File: src/rtl/ascii_serial_tx_pkg.sv
// Shared state encoding and line constants for the ASCII serial transmitter.
package ascii_serial_pkg;

  typedef enum logic [1:0] {
    IDLE  = 2'd0,
    SHIFT = 2'd1,
    GAP   = 2'd2
  } tx_state_e;

  localparam logic [7:0] ASCII_E        = 8'h45;
  localparam logic       ASCII_IDLE_BIT = 1'b1;

  function automatic int max2(input int a, input int b);
    return (a > b) ? a : b;
  endfunction

endpackage

File: src/rtl/ascii_serial_tx_if.sv
// Load/serial-line bundle of the ASCII transmitter; the master loads characters and ticks, the slave serializes.
// Carries char_count only when ASCII_TX_CHAR_COUNT_EN is defined.
interface ascii_serial_tx_if #(
  parameter int DATA_W = 8
);
  logic              bit_tick;
  logic [DATA_W-1:0] char_in;
  logic              load_valid;
  logic              load_ready;
  logic              ser_out;
  logic              ser_strobe;
  logic              busy;
  logic              done;
`ifdef ASCII_TX_CHAR_COUNT_EN
  logic [7:0]        char_count;

  modport master (
    output bit_tick, char_in, load_valid,
    input  load_ready, ser_out, ser_strobe, busy, done, char_count
  );
  modport slave (
    input  bit_tick, char_in, load_valid,
    output load_ready, ser_out, ser_strobe, busy, done, char_count
  );
`else
  modport master (
    output bit_tick, char_in, load_valid,
    input  load_ready, ser_out, ser_strobe, busy, done
  );
  modport slave (
    input  bit_tick, char_in, load_valid,
    output load_ready, ser_out, ser_strobe, busy, done
  );
`endif
endinterface

File: src/rtl/ascii_serial_tx.sv
// MSB-first character serializer with optional trailing '1' gap bits, one bit per bit_tick.
// Optional feature macro: ASCII_TX_CHAR_COUNT_EN adds a wrapping 8-bit completed-character counter.
module ascii_serial_tx
  import ascii_serial_pkg::*;
#(
  parameter int DATA_W   = 8,
  parameter int GAP_BITS = 1
) (
  input  logic        CLOCK_50,
  input  logic        RESET,
  ascii_serial_tx_if.slave bus
);

  localparam int CNT_W = $clog2(max2(DATA_W, GAP_BITS) + 1);
  localparam logic [CNT_W-1:0] DATA_LAST = CNT_W'(DATA_W - 1);
  localparam logic [CNT_W-1:0] GAP_LAST  = CNT_W'((GAP_BITS > 0) ? GAP_BITS - 1 : 0);

  tx_state_e         state_q, state_d;
  logic [DATA_W-1:0] shreg_q, shreg_d;
  logic [CNT_W-1:0]  cnt_q, cnt_d;
  logic              ser_out_q, ser_out_d;
  logic              strobe_q, strobe_d;
  logic              done_q, done_d;

  always_ff @(posedge CLOCK_50) begin
    if (RESET) begin
      state_q   <= IDLE;
      shreg_q   <= '0;
      cnt_q     <= '0;
      ser_out_q <= ASCII_IDLE_BIT;
      strobe_q  <= 1'b0;
      done_q    <= 1'b0;
    end else begin
      state_q   <= state_d;
      shreg_q   <= shreg_d;
      cnt_q     <= cnt_d;
      ser_out_q <= ser_out_d;
      strobe_q  <= strobe_d;
      done_q    <= done_d;
    end
  end

  always_comb begin
    state_d   = state_q;
    shreg_d   = shreg_q;
    cnt_d     = cnt_q;
    ser_out_d = ser_out_q;
    strobe_d  = 1'b0;
    done_d    = 1'b0;
    unique case (state_q)
      // A tick arriving with the load is dropped: the first bit needs its own tick.
      IDLE: begin
        if (bus.load_valid) begin
          shreg_d = bus.char_in;
          cnt_d   = '0;
          state_d = SHIFT;
        end
      end
      SHIFT: begin
        if (bus.bit_tick) begin
          ser_out_d = shreg_q[DATA_W-1];
          strobe_d  = 1'b1;
          shreg_d   = shreg_q << 1;
          cnt_d     = cnt_q + 1'b1;
          if (cnt_q == DATA_LAST) begin
            cnt_d = '0;
            if (GAP_BITS > 0) begin
              state_d = GAP;
            end else begin
              state_d = IDLE;
              done_d  = 1'b1;
            end
          end
        end
      end
      GAP: begin
        if (bus.bit_tick) begin
          ser_out_d = ASCII_IDLE_BIT;
          strobe_d  = 1'b1;
          cnt_d     = cnt_q + 1'b1;
          if (cnt_q == GAP_LAST) begin
            state_d = IDLE;
            done_d  = 1'b1;
          end
        end
      end
      default: state_d = IDLE;
    endcase
  end

  assign bus.load_ready = (state_q == IDLE);
  assign bus.busy       = (state_q != IDLE);
  assign bus.ser_out    = ser_out_q;
  assign bus.ser_strobe = strobe_q;
  assign bus.done       = done_q;

`ifdef ASCII_TX_CHAR_COUNT_EN
  logic [7:0] char_count_q;

  always_ff @(posedge CLOCK_50) begin
    if (RESET) begin
      char_count_q <= '0;
    end else if (done_d) begin
      char_count_q <= char_count_q + 8'd1;
    end
  end

  assign bus.char_count = char_count_q;
`endif

endmodule

File: src/flat_wrapper.sv
// flat-port wrapper written by rule: the top's interface ports become plain ports
module ascii_serial_tx_flat import ascii_serial_pkg::*;
#(
  parameter int DATA_W   = 8,
  parameter int GAP_BITS = 1
)
  (CLOCK_50, RESET, bus_bit_tick, bus_char_in, bus_load_valid, bus_load_ready, bus_ser_out, bus_ser_strobe, bus_busy, bus_done);
  ascii_serial_tx_if #(.DATA_W(DATA_W)) bus_i ();
  input  logic CLOCK_50;
  input  logic RESET;
  input wire logic [$bits(bus_i.bit_tick)-1:0] bus_bit_tick;
  input wire logic [$bits(bus_i.char_in)-1:0] bus_char_in;
  input wire logic [$bits(bus_i.load_valid)-1:0] bus_load_valid;
  output wire logic [$bits(bus_i.load_ready)-1:0] bus_load_ready;
  output wire logic [$bits(bus_i.ser_out)-1:0] bus_ser_out;
  output wire logic [$bits(bus_i.ser_strobe)-1:0] bus_ser_strobe;
  output wire logic [$bits(bus_i.busy)-1:0] bus_busy;
  output wire logic [$bits(bus_i.done)-1:0] bus_done;
  assign bus_i.bit_tick = bus_bit_tick;
  assign bus_i.char_in = bus_char_in;
  assign bus_i.load_valid = bus_load_valid;
  assign bus_load_ready = bus_i.load_ready;
  assign bus_ser_out = bus_i.ser_out;
  assign bus_ser_strobe = bus_i.ser_strobe;
  assign bus_busy = bus_i.busy;
  assign bus_done = bus_i.done;
  ascii_serial_tx #(.DATA_W(DATA_W), .GAP_BITS(GAP_BITS)) u_core (.CLOCK_50(CLOCK_50), .RESET(RESET), .bus(bus_i));
endmodule
File: config.mk
export PLATFORM = sky130hd
export DESIGN_NAME = ascii_serial_tx_flat
export DESIGN_NICKNAME = d
export VERILOG_FILES = /design/src/rtl/ascii_serial_tx_pkg.sv /design/src/rtl/ascii_serial_tx_if.sv /design/src/rtl/ascii_serial_tx.sv /design/src/flat_wrapper.sv
export SDC_FILE = /design/constraint.sdc
export NUM_CORES = 1
export LEC_CHECK = 0
export BUFFER_PORTS_ARGS = -buffer_cell sky130_fd_sc_hd__buf_2
export CELL_PAD_IN_SITES_DETAIL_PLACEMENT = 1
export CELL_PAD_IN_SITES_GLOBAL_PLACEMENT = 2
export CORE_MARGIN = 2
export CORE_UTILIZATION = 35
export DETAILED_ROUTE_END_ITERATION = 7
export PLACE_DENSITY = 0.8
export SYNTH_ARGS = -nofsm -noshare
export SYNTH_HDL_FRONTEND = slang
export SYNTH_SLANG_ARGS = --single-unit
File: constraint.sdc
create_clock -name CLOCK_50 -period 2.8 [get_ports CLOCK_50]
set_input_delay 0.14 -clock CLOCK_50 [delete_from_list [all_inputs] [get_ports CLOCK_50]]
set_output_delay 0.14 -clock CLOCK_50 [all_outputs]
set_load 0.005 [all_outputs]
# ---- Word level (Yosys, flattened, before mapping)
# Index checks and enable logic that the tools add are counted.
dict set report totals {
  register_bits 17
  in_bits 12
  out_inout_bits 5
  word_cells 50
}
dict set report classes {
  n_addsub 1
  eq_ne 8
  mux 19
  n_bitwise 3
  n_reduce_logical 13
}
# operator n
set ops {}
lappend ops {{$mux W4} 4}
lappend ops {{$mux W8} 2}
lappend ops {{$pmux W8 S2} 1}
lappend ops {{$pmux W4 S3} 1}
lappend ops {{$mux W2} 5}
lappend ops {{$ne A2 B2 Y1 const B} 3}
lappend ops {{$pmux W2 S3} 1}
lappend ops {{$reduce_and A3 Y1} 2}
lappend ops {{$reduce_bool A2 Y1} 3}
lappend ops {{$reduce_and A5 Y1} 1}
lappend ops {{$add A4 B1 Y4 const B} 1}
lappend ops {{$eq A4 B3 Y1 const B} 1}
lappend ops {{$logic_not A4 Y1} 1}
lappend ops {{$mux W1} 4}
lappend ops {{$ne A2 B1 Y1 const B} 2}
lappend ops {{$reduce_and A4 Y1} 1}
lappend ops {{$reduce_or A2 Y1} 2}
lappend ops {{$not A1 Y1} 3}
lappend ops {{$reduce_bool A3 Y1} 1}
lappend ops {{$reduce_or A3 Y1} 1}
lappend ops {{$eq A2 B1 Y1 const B} 1}
lappend ops {{$eq A2 B2 Y1 const B} 1}
lappend ops {{$logic_not A2 Y1} 1}
lappend ops {{$pmux W1 S2} 1}

# ---- Longest topological paths before layout
dict set report logic_depth {
  depth_word 4
  ltp_mapped 7
  depth_no_buf 6
}

# ---- Worst setup path after synthesis
# Ideal clock, no wire load.
dict set report synth_path {
  path_type {register to register}
  startpoint {register u_core.state_q[1]}
  endpoint {register u_core.cnt_q[2]}
  t_arrival_ps 1592
  path_slack_ps 1074
  path_stages_with_launch 8
  path_buffers 1
  path_cell_list {dfxtp_1 > inv_1 > ha_1 > buf_4 > o21ba_2 > or3_1 > o21ai_0 > a21oi_1}
}
dict set report synth_via {
  elab_chain_cells 3
}
# item line
set synth_lines {}
lappend synth_lines {{from (decl)} ascii_serial_tx.sv:18} ;# tx_state_e state_q, state_d;
lappend synth_lines {{from (signal assigned)} ascii_serial_tx.sv:34} ;# state_q <= state_d;
lappend synth_lines {{$eq A2 B2 Y1, or another cell as far along} ascii_serial_tx.sv:50} ;# unique case (state_q)
lappend synth_lines {{$ne A2 B2 Y1 (no source line) or $reduce_bool A3 Y1 (tied branches)} --}
lappend synth_lines {{$reduce_and A4 Y1 (no source line)} --}
lappend synth_lines {{to (signal assigned)} ascii_serial_tx.sv:36} ;# cnt_q <= cnt_d;
lappend synth_lines {{to (decl)} ascii_serial_tx.sv:20} ;# logic [CNT_W-1:0] cnt_q, cnt_d;
# Parallel ways exist; a longest one is shown, timed or not.
# A chain may end at the register's enable or synchronous reset.

# ---- Worst setup path after layout
dict set report layout_path {
  startpoint {register u_core.state_q[1]}
  endpoint {register u_core.shreg_q[5]}
}
dict set report layout_via {
  elab_chain_cells 3
}
# item line
set layout_lines {}
lappend layout_lines {{$eq A2 B1 Y1 or $logic_not A2 Y1 (tied branches)} ascii_serial_tx.sv:50}
lappend layout_lines {{$ne A2 B2 Y1 (no source line) or $reduce_bool A2 Y1 (tied branches)} --}
lappend layout_lines {{$reduce_and A3 Y1 (no source line)} --}
lappend layout_lines {{to (signal assigned)} ascii_serial_tx.sv:35} ;# shreg_q <= shreg_d;
lappend layout_lines {{to (decl)} ascii_serial_tx.sv:19} ;# logic [DATA_W-1:0] shreg_q, shreg_d;
# Parallel ways exist; a longest one is shown, timed or not.

==> impl_metrics.env <==
export IMPL_postCtsHoldBufs=0
export IMPL_place_congestion=0.7506
export IMPL_wl_per_cell_um=14.40
export IMPL_grt_pass1_wl_um=3560
export IMPL_hp_class="input port to flip-flop"
export IMPL_worstMarginPinSlew_ns=0.5603
export IMPL_async_flop_share_pct=0
export IMPL_vias=776
export IMPL_drtIter0Drc=8
export IMPL_setup_viol=0
export IMPL_grt_usage_pct=14.75
export IMPL_antenna_found_initial=0
export IMPL_insertedDiodeCount=0
export IMPL_rsz0062_at_grt="false"
export IMPL_grt_remaining_overflow=0
export IMPL_critPathRequiredTime_ns=3.01
export IMPL_grt_max_degree=20
export IMPL_stdcell_area_sq_mm=0.001051
export IMPL_fp_dieH_um=55.50
export IMPL_finalCritPeriodShare_pct=80.11
export IMPL_synthTopCellsByCount="dfxtp_1 (17), inv_1 (9), nor2_1 (9)"
export IMPL_pre_cts_slack_ns=0.6065
export IMPL_arrival_ns=2.45
export IMPL_io_buffers=16
export IMPL_dpl_cell_area_sq_mm=0.001023
export IMPL_cts_buffers=3
export IMPL_cts_root_buffer="clkbuf_4"
export IMPL_syn_nets=119
export IMPL_status="complete, no violations"
export IMPL_post_cts_buffers=0
export IMPL_rrSetupSlack_ns=0.56
export IMPL_highest_layer="met4"
export IMPL_dr_pass1_iters=2
export IMPL_startpoint_type="flip-flop"
export IMPL_hold_viol=0
export IMPL_yosysSeqAreaShare_pct=36.66
export IMPL_ys_ff_latch=17
export IMPL_clock_path_buffers=2
export IMPL_setup_ws_ns=0.5569
export IMPL_fin_nets=136
export IMPL_dieArea_sq_mm=0.003080
export IMPL_p_per_area_mw_per_mm2=1040
export IMPL_fmaxAchievable_ghz=0.4458
export IMPL_p_leak_uw=0.0004212
export IMPL_viasPerCell=5.315
export IMPL_clkLatencyLatePin_ns=0.30
export IMPL_synth_avg_cell_area_sq_um=9.284
export IMPL_critical_path_class="flip-flop to flip-flop"
export IMPL_final_max_slew_viol_count=0
export IMPL_path_max_fanout=14
export IMPL_synthToLayoutAreaGrowth_pct=13.21
export IMPL_synth_edf_count=0
export IMPL_synth_top_area_share_pct=36.66
export IMPL_ys_top_cells_by_area="dfxtp_1 (37%), ha_1 (9.4%), mux2i_1 (7.5%)"
export IMPL_synth_ff_type="dfxtp_1"
export IMPL_fin_total_pwr_uw=1093
export IMPL_hpwl_um=1535
export IMPL_cts_tree="built"
export IMPL_clkTransAtPathRegs_ns=0.11
export IMPL_cts_sinks=17
export IMPL_drc=0
export IMPL_core_area_sq_mm=0.002500
export IMPL_synth_cell_area_sq_um=928.4
export IMPL_ys_warnings_count=0
export IMPL_wl_met2_um=955
export IMPL_drv_cap=0
export IMPL_synthCells=100
export IMPL_slew_headroom_pct=62.52
export IMPL_critPathCaptureType="flip-flop"
export IMPL_postRouteAntennaNets=0
export IMPL_cts_resized=0
export IMPL_wl_um=2102
export IMPL_finalCriticalPeriod_ns=2.243
export IMPL_start_util_pct=37.14
export IMPL_yosysTopAreaCell="dfxtp_1"
export IMPL_fp_row_count=18
export IMPL_fin_worst_skew_ns=0.01100
export IMPL_vdd_drop_max_mv=0.4470
export IMPL_htreeDepth=1
export IMPL_grt_pass1_vias=718
export IMPL_wl_met1_um=1027
export IMPL_synth_most_common_cell="dfxtp_1"
export IMPL_fin_tns_setup_ns=0
export IMPL_drive_gt1_share_pct=23.28
export IMPL_dieWidth_um=55.50
export IMPL_io_pins=17
export IMPL_dr_wl_met3_um=90
export IMPL_synthDistinctLibCells=31
kinds of logic after synthesis:
family	share of synthesized area [%]
AOI/OAI and AO/OA	23.99
and+or+nand+nor	16.31
DFF	36.66
buffers and inverters	6.063
muxes	7.547
adders and majority gates	9.434
worst max-delay path, stage by stage, from the launching register on:
cell	delay (ns)
dfxtp_1	0.36
inv_1	0.11
ha_1	0.52
inv_1	0.26
a211oi_4	0.57
nor2_1	0.08
a211oi_1	0.24
power breakdown:
part	leakage (uW)	internal [uW]	total, uW	switching, uW
registers	0.000139	321	367	45.9
clock network	0.0000177	53.3	138	84.2
logic	0.000264	244	588	345
total	0.000421	618	1090	475
stage by stage:
step                      std cells  hold slack, ns  utilization [%]
final                           146          0.1408            42.04
after global placement          142          0.4720            40.94
after detailed placement        142          0.4716            40.94
after floorplan                 100          0.2957                -
after CTS                       146          0.1426            42.04
after global routing            146          0.1275            42.04
worst paths after layout:
path,from,end,depth (start not counted)
setup / recovery,u_core.state_q[1],u_core.shreg_q[5],6
hold / removal,bus_bit_tick,u_core.bus.done,2
setup reg to reg,u_core.state_q[1],u_core.shreg_q[5],6
hold reg to reg,u_core.cnt_q[1],u_core.cnt_q[1],2
flip-flops by register name, indices dropped and copies added, names as in the netlist:
register,cells
u_core.shreg_q,8
u_core.cnt_q,4
u_core.state_q,2
u_core.bus.done,1
u_core.bus.ser_out,1
u_core.bus.ser_strobe,1
cell type report:
cell class / count / area (sq um)
tap: 30 / 37.54
clock inverter: 1 / 5.005
clock buffer: 3 / 22.52
timing repair buffer: 16 / 80.08
multi-input combinational: 70 / 531.8
inverter: 9 / 33.78
fill: 295 / 1449
sequential: 17 / 340.3
metal layers:
layer	global-route usage [%]	vias up
met1	20.55	372
met2	21.60	15
li1	-	385
met4	4.181	0
met5	0	-
met3	4.918	4
placed cells by master, fill, tap and decap left out:
cell type / instances
dfxtp_1: 17
buf_2: 16
inv_1: 9
nor2_1: 9
mux2i_1: 7
a211oi_1: 7
ha_1: 7
a21oi_1: 6
nand2_1: 4
o21ai_0: 4
nand3_1: 4
or3_1: 3
clkbuf_4: 3
nor4b_1: 2
a211oi_4: 2
o21a_1: 1
o21bai_1: 1
and2b_1: 1
o21ba_2: 1
nor3_1: 1
a41oi_1: 1
nor2b_1: 1
o32ai_1: 1
and3b_1: 1
or3b_4: 1
a31o_2: 1
a211oi_2: 1
o31ai_1: 1
a21o_2: 1
nor3b_1: 1
clkinv_2: 1
(Power assumes the default switching activity.)
